<file path="src/rtl/store_write_buffer_pkg.sv">
// Shared constants for the store write buffer: drain FSM state encodings and
// default geometry.
package store_write_buffer_pkg;

  localparam int SWB_DEPTH  = 4;
  localparam int SWB_ADDR_W = 32;
  localparam int SWB_DATA_W = 32;

  localparam logic [0:0] ST_IDLE = 1'b0;
  localparam logic [0:0] ST_REQ  = 1'b1;

endpackage

</file>
<file path="src/rtl/store_write_buffer_fifo.sv">
// swb_fifo: in-order store storage with head/tail pointers and an occupancy count.
// With STORE_WRITE_BUFFER_FWD_EN the raw entries and head pointer are exported.
module swb_fifo
  import store_write_buffer_pkg::*;
#(
  parameter int DEPTH  = SWB_DEPTH,
  parameter int ADDR_W = SWB_ADDR_W,
  parameter int DATA_W = SWB_DATA_W,
  localparam int PTR_W = $clog2(DEPTH),
  localparam int CNT_W = PTR_W + 1
) (
  input  logic                           clk,
  input  logic                           rst_n,
  input  logic                           push,
  input  logic [ADDR_W-1:0]              push_addr,
  input  logic [DATA_W-1:0]              push_data,
  input  logic                           pop,
`ifdef STORE_WRITE_BUFFER_FWD_EN
  output logic [DEPTH-1:0][ADDR_W-1:0]   ent_addr,
  output logic [DEPTH-1:0][DATA_W-1:0]   ent_data,
  output logic [PTR_W-1:0]               ent_head,
`endif
  output logic [CNT_W-1:0]               count,
  output logic [CNT_W-1:0]               count_next,
  output logic [ADDR_W-1:0]              head_addr,
  output logic [DATA_W-1:0]              head_data
);

  localparam logic [PTR_W-1:0] PTR_ONE = PTR_W'(1);
  localparam logic [CNT_W-1:0] CNT_ONE = CNT_W'(1);
  localparam logic [CNT_W-1:0] DEPTH_C = CNT_W'(DEPTH);

  logic [PTR_W-1:0]             head_q, head_d, tail_q, tail_d;
  logic [CNT_W-1:0]             count_q, count_d;
  logic [DEPTH-1:0][ADDR_W-1:0] addr_mem_q, addr_mem_d;
  logic [DEPTH-1:0][DATA_W-1:0] data_mem_q, data_mem_d;
  logic                         full_s, empty_s, push_ok_s, pop_ok_s;

  assign full_s  = (count_q == DEPTH_C);
  assign empty_s = (count_q == {CNT_W{1'b0}});

  // Next-state for pointers, count and storage; refuses overflow/underflow.
  always_comb begin
    push_ok_s  = push & ~full_s;
    pop_ok_s   = pop & ~empty_s;
    addr_mem_d = addr_mem_q;
    data_mem_d = data_mem_q;
    if (push_ok_s) begin
      addr_mem_d[tail_q] = push_addr;
      data_mem_d[tail_q] = push_data;
      tail_d             = tail_q + PTR_ONE;
    end else begin
      tail_d = tail_q;
    end
    if (pop_ok_s) begin
      head_d = head_q + PTR_ONE;
    end else begin
      head_d = head_q;
    end
    case ({push_ok_s, pop_ok_s})
      2'b10:   count_d = count_q + CNT_ONE;
      2'b01:   count_d = count_q - CNT_ONE;
      default: count_d = count_q;
    endcase
  end

  // FIFO state registers with synchronous active-low reset.
  always_ff @(posedge clk) begin
    if (!rst_n) begin
      head_q     <= {PTR_W{1'b0}};
      tail_q     <= {PTR_W{1'b0}};
      count_q    <= {CNT_W{1'b0}};
      addr_mem_q <= {(DEPTH*ADDR_W){1'b0}};
      data_mem_q <= {(DEPTH*DATA_W){1'b0}};
    end else begin
      head_q     <= head_d;
      tail_q     <= tail_d;
      count_q    <= count_d;
      addr_mem_q <= addr_mem_d;
      data_mem_q <= data_mem_d;
    end
  end

  assign count      = count_q;
  assign count_next = count_d;
  assign head_addr  = addr_mem_q[head_q];
  assign head_data  = data_mem_q[head_q];
`ifdef STORE_WRITE_BUFFER_FWD_EN
  assign ent_addr   = addr_mem_q;
  assign ent_data   = data_mem_q;
  assign ent_head   = head_q;
`endif

endmodule

</file>
<file path="src/rtl/store_write_buffer.sv">
// Store write buffer: accepts committed stores and drains them in order to memory.
// Optional store-to-load forwarding is enabled by defining STORE_WRITE_BUFFER_FWD_EN.
module store_write_buffer
  import store_write_buffer_pkg::*;
#(
  parameter int DEPTH  = SWB_DEPTH,
  parameter int ADDR_W = SWB_ADDR_W,
  parameter int DATA_W = SWB_DATA_W
) (
  input  logic              clk,
  input  logic              rst_n,
  input  logic              cacheWriteEnable,
  input  logic [ADDR_W-1:0] cacheWriteAddr,
  input  logic [DATA_W-1:0] cacheWriteData,
  output logic              cacheWriteDone,
  output logic              memWriteReq,
  output logic [ADDR_W-1:0] memWriteAddr,
  output logic [DATA_W-1:0] memWriteData,
  input  logic              memWriteAck,
`ifdef STORE_WRITE_BUFFER_FWD_EN
  input  logic [ADDR_W-1:0] loadQueryAddr,
  output logic              loadQueryHit,
  output logic [DATA_W-1:0] loadQueryData,
`endif
  output logic              bufferEmpty
);

  localparam int CNT_W = $clog2(DEPTH) + 1;
  localparam logic [CNT_W-1:0] DEPTH_C = CNT_W'(DEPTH);

  logic [0:0]        state_q, state_d;
  logic              req_q, req_d, done_q, done_d, empty_q, empty_d;
  logic [ADDR_W-1:0] addr_q, addr_d, head_addr_s;
  logic [DATA_W-1:0] data_q, data_d, head_data_s;
  logic [CNT_W-1:0]  count_s, count_next_s;
  logic              push_s, pop_s;

`ifdef STORE_WRITE_BUFFER_FWD_EN
  localparam int PTR_W = $clog2(DEPTH);
  logic [DEPTH-1:0][ADDR_W-1:0] ent_addr_s;
  logic [DEPTH-1:0][DATA_W-1:0] ent_data_s;
  logic [PTR_W-1:0]             ent_head_s;
`endif

  swb_fifo #(.DEPTH(DEPTH), .ADDR_W(ADDR_W), .DATA_W(DATA_W)) u_fifo (
    .clk        (clk),
    .rst_n      (rst_n),
    .push       (push_s),
    .push_addr  (cacheWriteAddr),
    .push_data  (cacheWriteData),
    .pop        (pop_s),
`ifdef STORE_WRITE_BUFFER_FWD_EN
    .ent_addr   (ent_addr_s),
    .ent_data   (ent_data_s),
    .ent_head   (ent_head_s),
`endif
    .count      (count_s),
    .count_next (count_next_s),
    .head_addr  (head_addr_s),
    .head_data  (head_data_s)
  );

  // Drain FSM and next values of the registered status outputs.
  always_comb begin
    push_s  = cacheWriteEnable & done_q;
    pop_s   = (state_q == ST_REQ) & memWriteAck;
    addr_d  = addr_q;
    data_d  = data_q;
    case (state_q)
      ST_IDLE: begin
        // Address/data are captured once here so later pushes cannot disturb them.
        if (count_s != {CNT_W{1'b0}}) begin
          state_d = ST_REQ;
          req_d   = 1'b1;
          addr_d  = head_addr_s;
          data_d  = head_data_s;
        end else begin
          state_d = ST_IDLE;
          req_d   = 1'b0;
        end
      end
      ST_REQ: begin
        if (memWriteAck) begin
          state_d = ST_IDLE;
          req_d   = 1'b0;
        end else begin
          state_d = ST_REQ;
          req_d   = 1'b1;
        end
      end
      default: begin
        state_d = ST_IDLE;
        req_d   = 1'b0;
      end
    endcase
    done_d  = (count_next_s < DEPTH_C);
    empty_d = (count_next_s == {CNT_W{1'b0}}) && (state_d == ST_IDLE);
  end

  // Registered FSM state and outputs with synchronous active-low reset.
  always_ff @(posedge clk) begin
    if (!rst_n) begin
      state_q <= ST_IDLE;
      req_q   <= 1'b0;
      addr_q  <= {ADDR_W{1'b0}};
      data_q  <= {DATA_W{1'b0}};
      done_q  <= 1'b1;
      empty_q <= 1'b1;
    end else begin
      state_q <= state_d;
      req_q   <= req_d;
      addr_q  <= addr_d;
      data_q  <= data_d;
      done_q  <= done_d;
      empty_q <= empty_d;
    end
  end

  assign cacheWriteDone = done_q;
  assign memWriteReq    = req_q;
  assign memWriteAddr   = addr_q;
  assign memWriteData   = data_q;
  assign bufferEmpty    = empty_q;

`ifdef STORE_WRITE_BUFFER_FWD_EN
  logic [PTR_W-1:0] fwd_idx_s;

  // Oldest-to-youngest scan so the youngest matching entry wins.
  always_comb begin
    loadQueryHit  = 1'b0;
    loadQueryData = {DATA_W{1'b0}};
    fwd_idx_s     = ent_head_s;
    for (int i = 0; i < DEPTH; i++) begin
      fwd_idx_s = ent_head_s + PTR_W'(i);
      if ((CNT_W'(i) < count_s) && (ent_addr_s[fwd_idx_s] == loadQueryAddr)) begin
        loadQueryHit  = 1'b1;
        loadQueryData = ent_data_s[fwd_idx_s];
      end else begin
        loadQueryHit  = loadQueryHit;
        loadQueryData = loadQueryData;
      end
    end
  end
`endif

endmodule

</file>
<file path="config.mk">
export PLATFORM = sky130hd
export DESIGN_NAME = store_write_buffer
export DESIGN_NICKNAME = d
export VERILOG_FILES = /design/src/rtl/store_write_buffer_pkg.sv /design/src/rtl/store_write_buffer_fifo.sv /design/src/rtl/store_write_buffer.sv
export SDC_FILE = /design/constraint.sdc
export NUM_CORES = 1
export LEC_CHECK = 0
export CAP_MARGIN = 30
export CORE_MARGIN = 2
export CORE_UTILIZATION = 45
export DETAILED_ROUTE_END_ITERATION = 12
export PLACE_DENSITY = 0.65
export SLEW_MARGIN = 20
export SYNTH_ARGS = -nofsm -noshare
export SYNTH_HDL_FRONTEND = slang
export SYNTH_HIERARCHICAL = 1
export SYNTH_SLANG_ARGS = --single-unit
</file>
<file path="constraint.sdc">
create_clock -name clk -period 3.25 [get_ports clk]
set_clock_uncertainty 0.1 [all_clocks]
set_input_delay 0.325 -clock clk [delete_from_list [all_inputs] [get_ports clk]]
set_output_delay 0.325 -clock clk [all_outputs]
set_load 0.005 [all_outputs]
</file>
* Word level (Yosys, flattened, before mapping) *
Cells that the tools add are included.

word-level totals
  bits of input ports = 68
  logic and storage cells = 53
  output and inout bits = 67
  flip-flop bits (word level) = 330

operators by class
  $add $sub $neg = 4
  magnitude comparators = 4
  equal/unequal tests = 3
  multiplexer cells = 12
  bitwise gates (word level) = 8
  reductions and logical operators = 6

operators with widths
  kind                   number
  $bwmux W128            2
  $bmux W32 S2           2
  $mux W32               3
  $demux W32 S2          1
  $logic_not A3 Y1       2
  $lt A2 B3 Y1 const B   2
  $pmux W3 S2            1
  $add A2 B1 Y2 const B  2
  $and A1 B1 Y1          4
  $not A1 Y1             4
  $add A3 B1 Y3 const B  1
  $eq A3 B3 Y1 const B   1
  $lt A3 B3 Y1 const B   1
  $reduce_bool A3 Y1     1
  $sub A3 B1 Y3 const B  1
  $eq A2 B1 Y1 const B   1
  $eq A2 B2 Y1 const B   1
  $ge A2 B1 Y1 const B   1
  $logic_and A1 B1 Y1    2
  $mux W1                2
  $pmux W1 S2            1
  $reduce_and A2 Y1      1

* Depth between registers and ports, before layout *
  depth in word-level cells = 7
  gate-level depth with buffers = 12
  depth with buffers taken out = 11

* Hierarchy *
The synthesis kept the hierarchy.

by module, submodules not included
  module              area an instance (sq um)  sequential area each (sq um)  cells each  times used
  swb_fifo            11,359.6                  5,265.0                       1,023       1
  store_write_buffer  2,730.1                   1,341.3                       289         1

* Least setup slack after synthesis *
Ideal clock, no wire load.

  path kind = register to register
  start = register u_fifo.count_q[2], in the netlist u_fifo/count[2]
  end = register empty_q, in the netlist bufferEmpty
  path buffers = 1
  period minus slack after synthesis = 2.671 ns
  slack = 0.579 ns
  data arrival time = 2.501 ns
  required time = 3.080 ns
  cell stages (with the launch flop) = 13
  setup time = 0.070 ns
  cell sequence = dfxtp_1 -> nor3b_2 -> buf_6 -> nor2b_1 -> inv_1 -> ha_1 -> inv_1 -> fa_1 -> xor2_1 -> nor2_1 -> xor2_1 -> or3_1 -> a21oi_1

on the way
  word-level cells in the longest chain between the ends = 7
  elaborated cells between the ends (all ways) = 17
  those cells by class = 2 x add/sub; 3 x eq/ne; 3 x mux; 5 x bitwise; 4 x reduce/logical

ends and longest elaborated chain
  item                                              line                                                          RTL
  from (decl)                                       store_write_buffer_fifo.sv:34                                 logic [CNT_W-1:0] count_q, count_d;
  from (signal assigned)                            store_write_buffer_fifo.sv:72                                 count_q <= {CNT_W{1'b0}};
  from (signal assigned)                            store_write_buffer_fifo.sv:78                                 count_q <= count_d;
  $eq A3 B3 Y1 or $logic_not A3 Y1 (tied branches)  store_write_buffer_fifo.sv:39, store_write_buffer_fifo.sv:40
  $not A1 Y1, on equally long branches              store_write_buffer_fifo.sv:44, store_write_buffer_fifo.sv:45
  $and A1 B1 Y1, on equally long branches           store_write_buffer_fifo.sv:44, store_write_buffer_fifo.sv:45
  $eq A2 B1 Y1 or $eq A2 B2 Y1 (tied branches)      store_write_buffer_fifo.sv:60                                 case ({push_ok_s, pop_ok_s})
  $pmux W3 S2 *                                     store_write_buffer_fifo.sv:60
  named net count_next_s[2]                         store_write_buffer.sv:35                                      logic [CNT_W-1:0] count_s, count_next_s;
  $logic_not A3 Y1 *                                store_write_buffer.sv:97                                      empty_d = (count_next_s == {CNT_W{1'b0}}) && (state_d == ST_IDLE);
  $logic_and A1 B1 Y1 *                             store_write_buffer.sv:97
  to (signal assigned)                              store_write_buffer.sv:115                                     empty_q <= empty_d;
  to (decl)                                         store_write_buffer.sv:32                                      logic req_q, req_d, done_q, done_d, empty_q, empty_d;

The timed path passes the listed nets; every way through them passes the cells marked *.
A chain may end at the register's enable or synchronous reset.

* Worst setup path after layout *
Ends and elaborated chain as after synthesis.

==> flow_summary_export.csv <==
group,metric,value,unit
sta,slew_viol_final,0,
sta,fin_crit_sh,0.827,
sta,finalHoldViolCount,0,
sta,rsz0062_at_grt,"false",
sta,relSlewSlack,0.617,
clocking,cts_sinks,330,
placed_design,dp_slack,0.320,ns
clocking,cts_buffer_depth,3,
run,max_cap_viol_count,0,
power_and_ir_drop,p_int,0.00806,W
setup_path,start_kind,"register",
clocking,htreeDepth,2,
setup_path,cp_max_fo,8,
finish,nets,1485,
setup_path,cp.required,3.58,ns
synthesis,yosys.cell_types.count,28,
synthesis,async_flop_share,0,
clocking,cts_tree,"done",
synthesis,synth_area,14100,um^2
global_route,grt_start_max_net_pins,91,
synthesis,ys.flop_type,"dfxtp_1",
setup_path,crit_arrival,3.02,ns
route,vias_per_cell,5.10,
global_route,grt_pass1_wl,49.3,mm
floorplan,start_util,0.458,
finish,syn_to_final_growth,19.4,%
clocking,clk-insertion-delay-late,0.51,ns
route,routed_wirelength,29.7,mm
floorplan,die_area,32700,um^2
sta,max_freq,372,MHz
global_route,grt_overflow_total,0,
route,drc_errors,0,
synthesis,synth-seq-cells,330,
power_and_ir_drop,swShare,0.254,
global_route,antenna_found_initial,0,
floorplan,ios,135,
synthesis,ys_seq_area_frac,0.469,
route,dr_total_vias,9350,
clocking,cts_buffers,37,
power_and_ir_drop,p_leak,5.92,nW
sta,worst_pin_slew,0.575,ns
setup_path,critical_path_class,"register to register",
route,drt_iter0_markers,440,
placed_design,hpwl,18.1,mm
clocking,clkTransAtPathRegs,0.06,ns
power_and_ir_drop,ir_drop,511,uV
power_and_ir_drop,p_per_area,642,nW/um^2
finish,n_antenna_cell,0,
clocking,cts_resized,0,
synthesis,yosys_warnings,6,
placed_design,place_congestion,0.719,
power_and_ir_drop,combPwrFrac,0.175,
power_and_ir_drop,p_seq_frac,0.423,
hold_path,hold_path.class,"input port to register",
clocking,ctsHoldBuffers,0,
power_and_ir_drop,p_sw,0.00274,W
finish,layout_commonest_cell,"nand2_1",
finish,final_cell_mix,"458 x nand2_1, 328 x dfxtp_1, 324 x mux2i_1",
synthesis,syn_nets,1386,
synthesis,syn_inst,1312,
power_and_ir_drop,clockPowerShare,0.403,
route,wl_per_cell,16.2,um
clocking,cts_setup_buffers,0,
synthesis,synth_area_leaders,"dfxtp_1 47%, mux2i_1 23%, nand2_1 12%",
floorplan,dieWidth,181,um
global_route,grt_pass1_vias,9629,
route,detail-route-antenna-nets,0,
placed_design,portBuffers,134,
floorplan,die-height,181,um
synthesis,synth-edff-count,0,
synthesis,yosys.area.top_type,"dfxtp_1",
global_route,track_usage,0.182,
sta,setup-tns-final,0,ns
status,status,"finished, final reports clean",
synthesis,yosysTopAreaCellShare,0.469,
synthesis,avgSynthCellArea,10.7,um^2
floorplan,coreArea,30700,um^2
setup_path,cp-end-kind,"register",
finish,drive_above_1_share,0.108,
sta,finalCriticalPeriod,2.69,ns
sta,fin_ws,0.564,ns
route,firstDrtPassIters,5,
clocking,root_buffer,"clkbuf_16",
sta,setup_viol,0,
floorplan,fp-row-count,64,
layer usage:
layer / GRT usage / wire [um] / up-vias
met1: 0.248 / 14300 / 4543
met3: 0.0298 / 1010 / 33
met5: 0 / 0 / -
li1: - / - / 4630
met4: 0.0472 / 491 / 0
met2: 0.302 / 13900 / 144
cell usage after synthesis (2+ instances only):
library cell	count
mux2i_1	324
ha_1	5
nand2_1	458
xor2_1	2
nor2_8	5
xnor2_1	3
clkbuf_1	39
dfxtp_1	330
buf_6	25
inv_1	6
buf_4	10
and2_1	5
buf_1	2
buf_2	15
buf_12	6
mux4_2	64
nor2b_1	2
final cells by class:
type / instances / area [um^2]
clock inverter: 10 / 158
timing repair buffer: 157 / 1640
fill: 2725 / 13900
clock buffer: 56 / 1140
sequential: 330 / 6610
multi-input combinational: 879 / 6760
inverter: 6 / 22.5
tap: 396 / 495
power groups by stage:
stage	Sequential, W	Clock [W]	Combinational [W]
floorplan	0.00459	0	0.00152
global placement	0.00465	0	0.00189
detailed placement	0.00465	0	0.00191
CTS	0.00457	0.00447	0.00192
global route	0.00461	0.00462	0.00204
finish	0.00457	0.00435	0.00189
cells by family (layout without fill, tap and decap cells):
| kind of cell | after synthesis | count (layout) | share of synthesized area |
|---|---|---|---|
| AOI/OAI and AO/OA | 3 | 3 | 0.00160 |
| xor gates and xnor gates | 5 | 5 | 0.00311 |
| adders and majority gates | 6 | 6 | 0.00586 |
| buffers and inverters | 103 | 229 | 0.0517 |
| DFF | 330 | 330 | 0.469 |
| muxes | 388 | 388 | 0.332 |
| and+or+nand+nor | 477 | 477 | 0.136 |
registers in the layout, indices dropped and copies added, names as in the netlist:
signal / cells
u_fifo/head_q: 2
u_fifo/data_mem_q: 128
memWriteAddr: 32
bufferEmpty: 1
cacheWriteDone: 1
u_fifo/tail_q: 2
u_fifo/addr_mem_q: 128
memWriteReq: 1
u_fifo/count: 3
memWriteData: 32
worst max-delay path, cell delays in order (launching register included):
cell     delay [ns]
dfxtp_1        0.49
nor3b_2        0.26
nor2b_1        0.12
inv_1          0.08
ha_1           0.19
inv_1          0.06
fa_1           0.37
xor2_1         0.15
nor2_1         0.17
xor2_1         0.12
or3_1          0.37
a21oi_1        0.14
metrics by stage:
stage | hold WS [ns] | util | instances | cell area (um^2) | power (W)
after floorplan | 0.332 | - | 1312 | 14100 | 0.00611
final | 0.171 | 0.547 | 1834 | 16800 | 0.0108
after global routing | 0.172 | 0.547 | 1834 | 16800 | 0.0113
after detailed placement | 0.343 | 0.505 | 1768 | 15500 | 0.00656
after global placement | 0.338 | 0.505 | 1768 | 15500 | 0.00653
after CTS | 0.135 | 0.547 | 1834 | 16800 | 0.0110
path summary, 6_finish.rpt:
kind                                                          start                                  end  slack [ns]  depth (start not counted)
worst min-delay path                                          rst_n            cacheWriteDone$_SDFF_PN1_        0.17                          2
worst max-delay path                     u_fifo/count[2]$_SDFF_PN0_               bufferEmpty$_SDFF_PN1_        0.56                         11
worst max register to register           u_fifo/count[2]$_SDFF_PN0_               bufferEmpty$_SDFF_PN1_        0.56                         11
worst min register to register  u_fifo/addr_mem_q[104]$_SDFFE_PN0P_  u_fifo/addr_mem_q[104]$_SDFFE_PN0P_        0.35                          2
(Power assumes the default switching activity.)
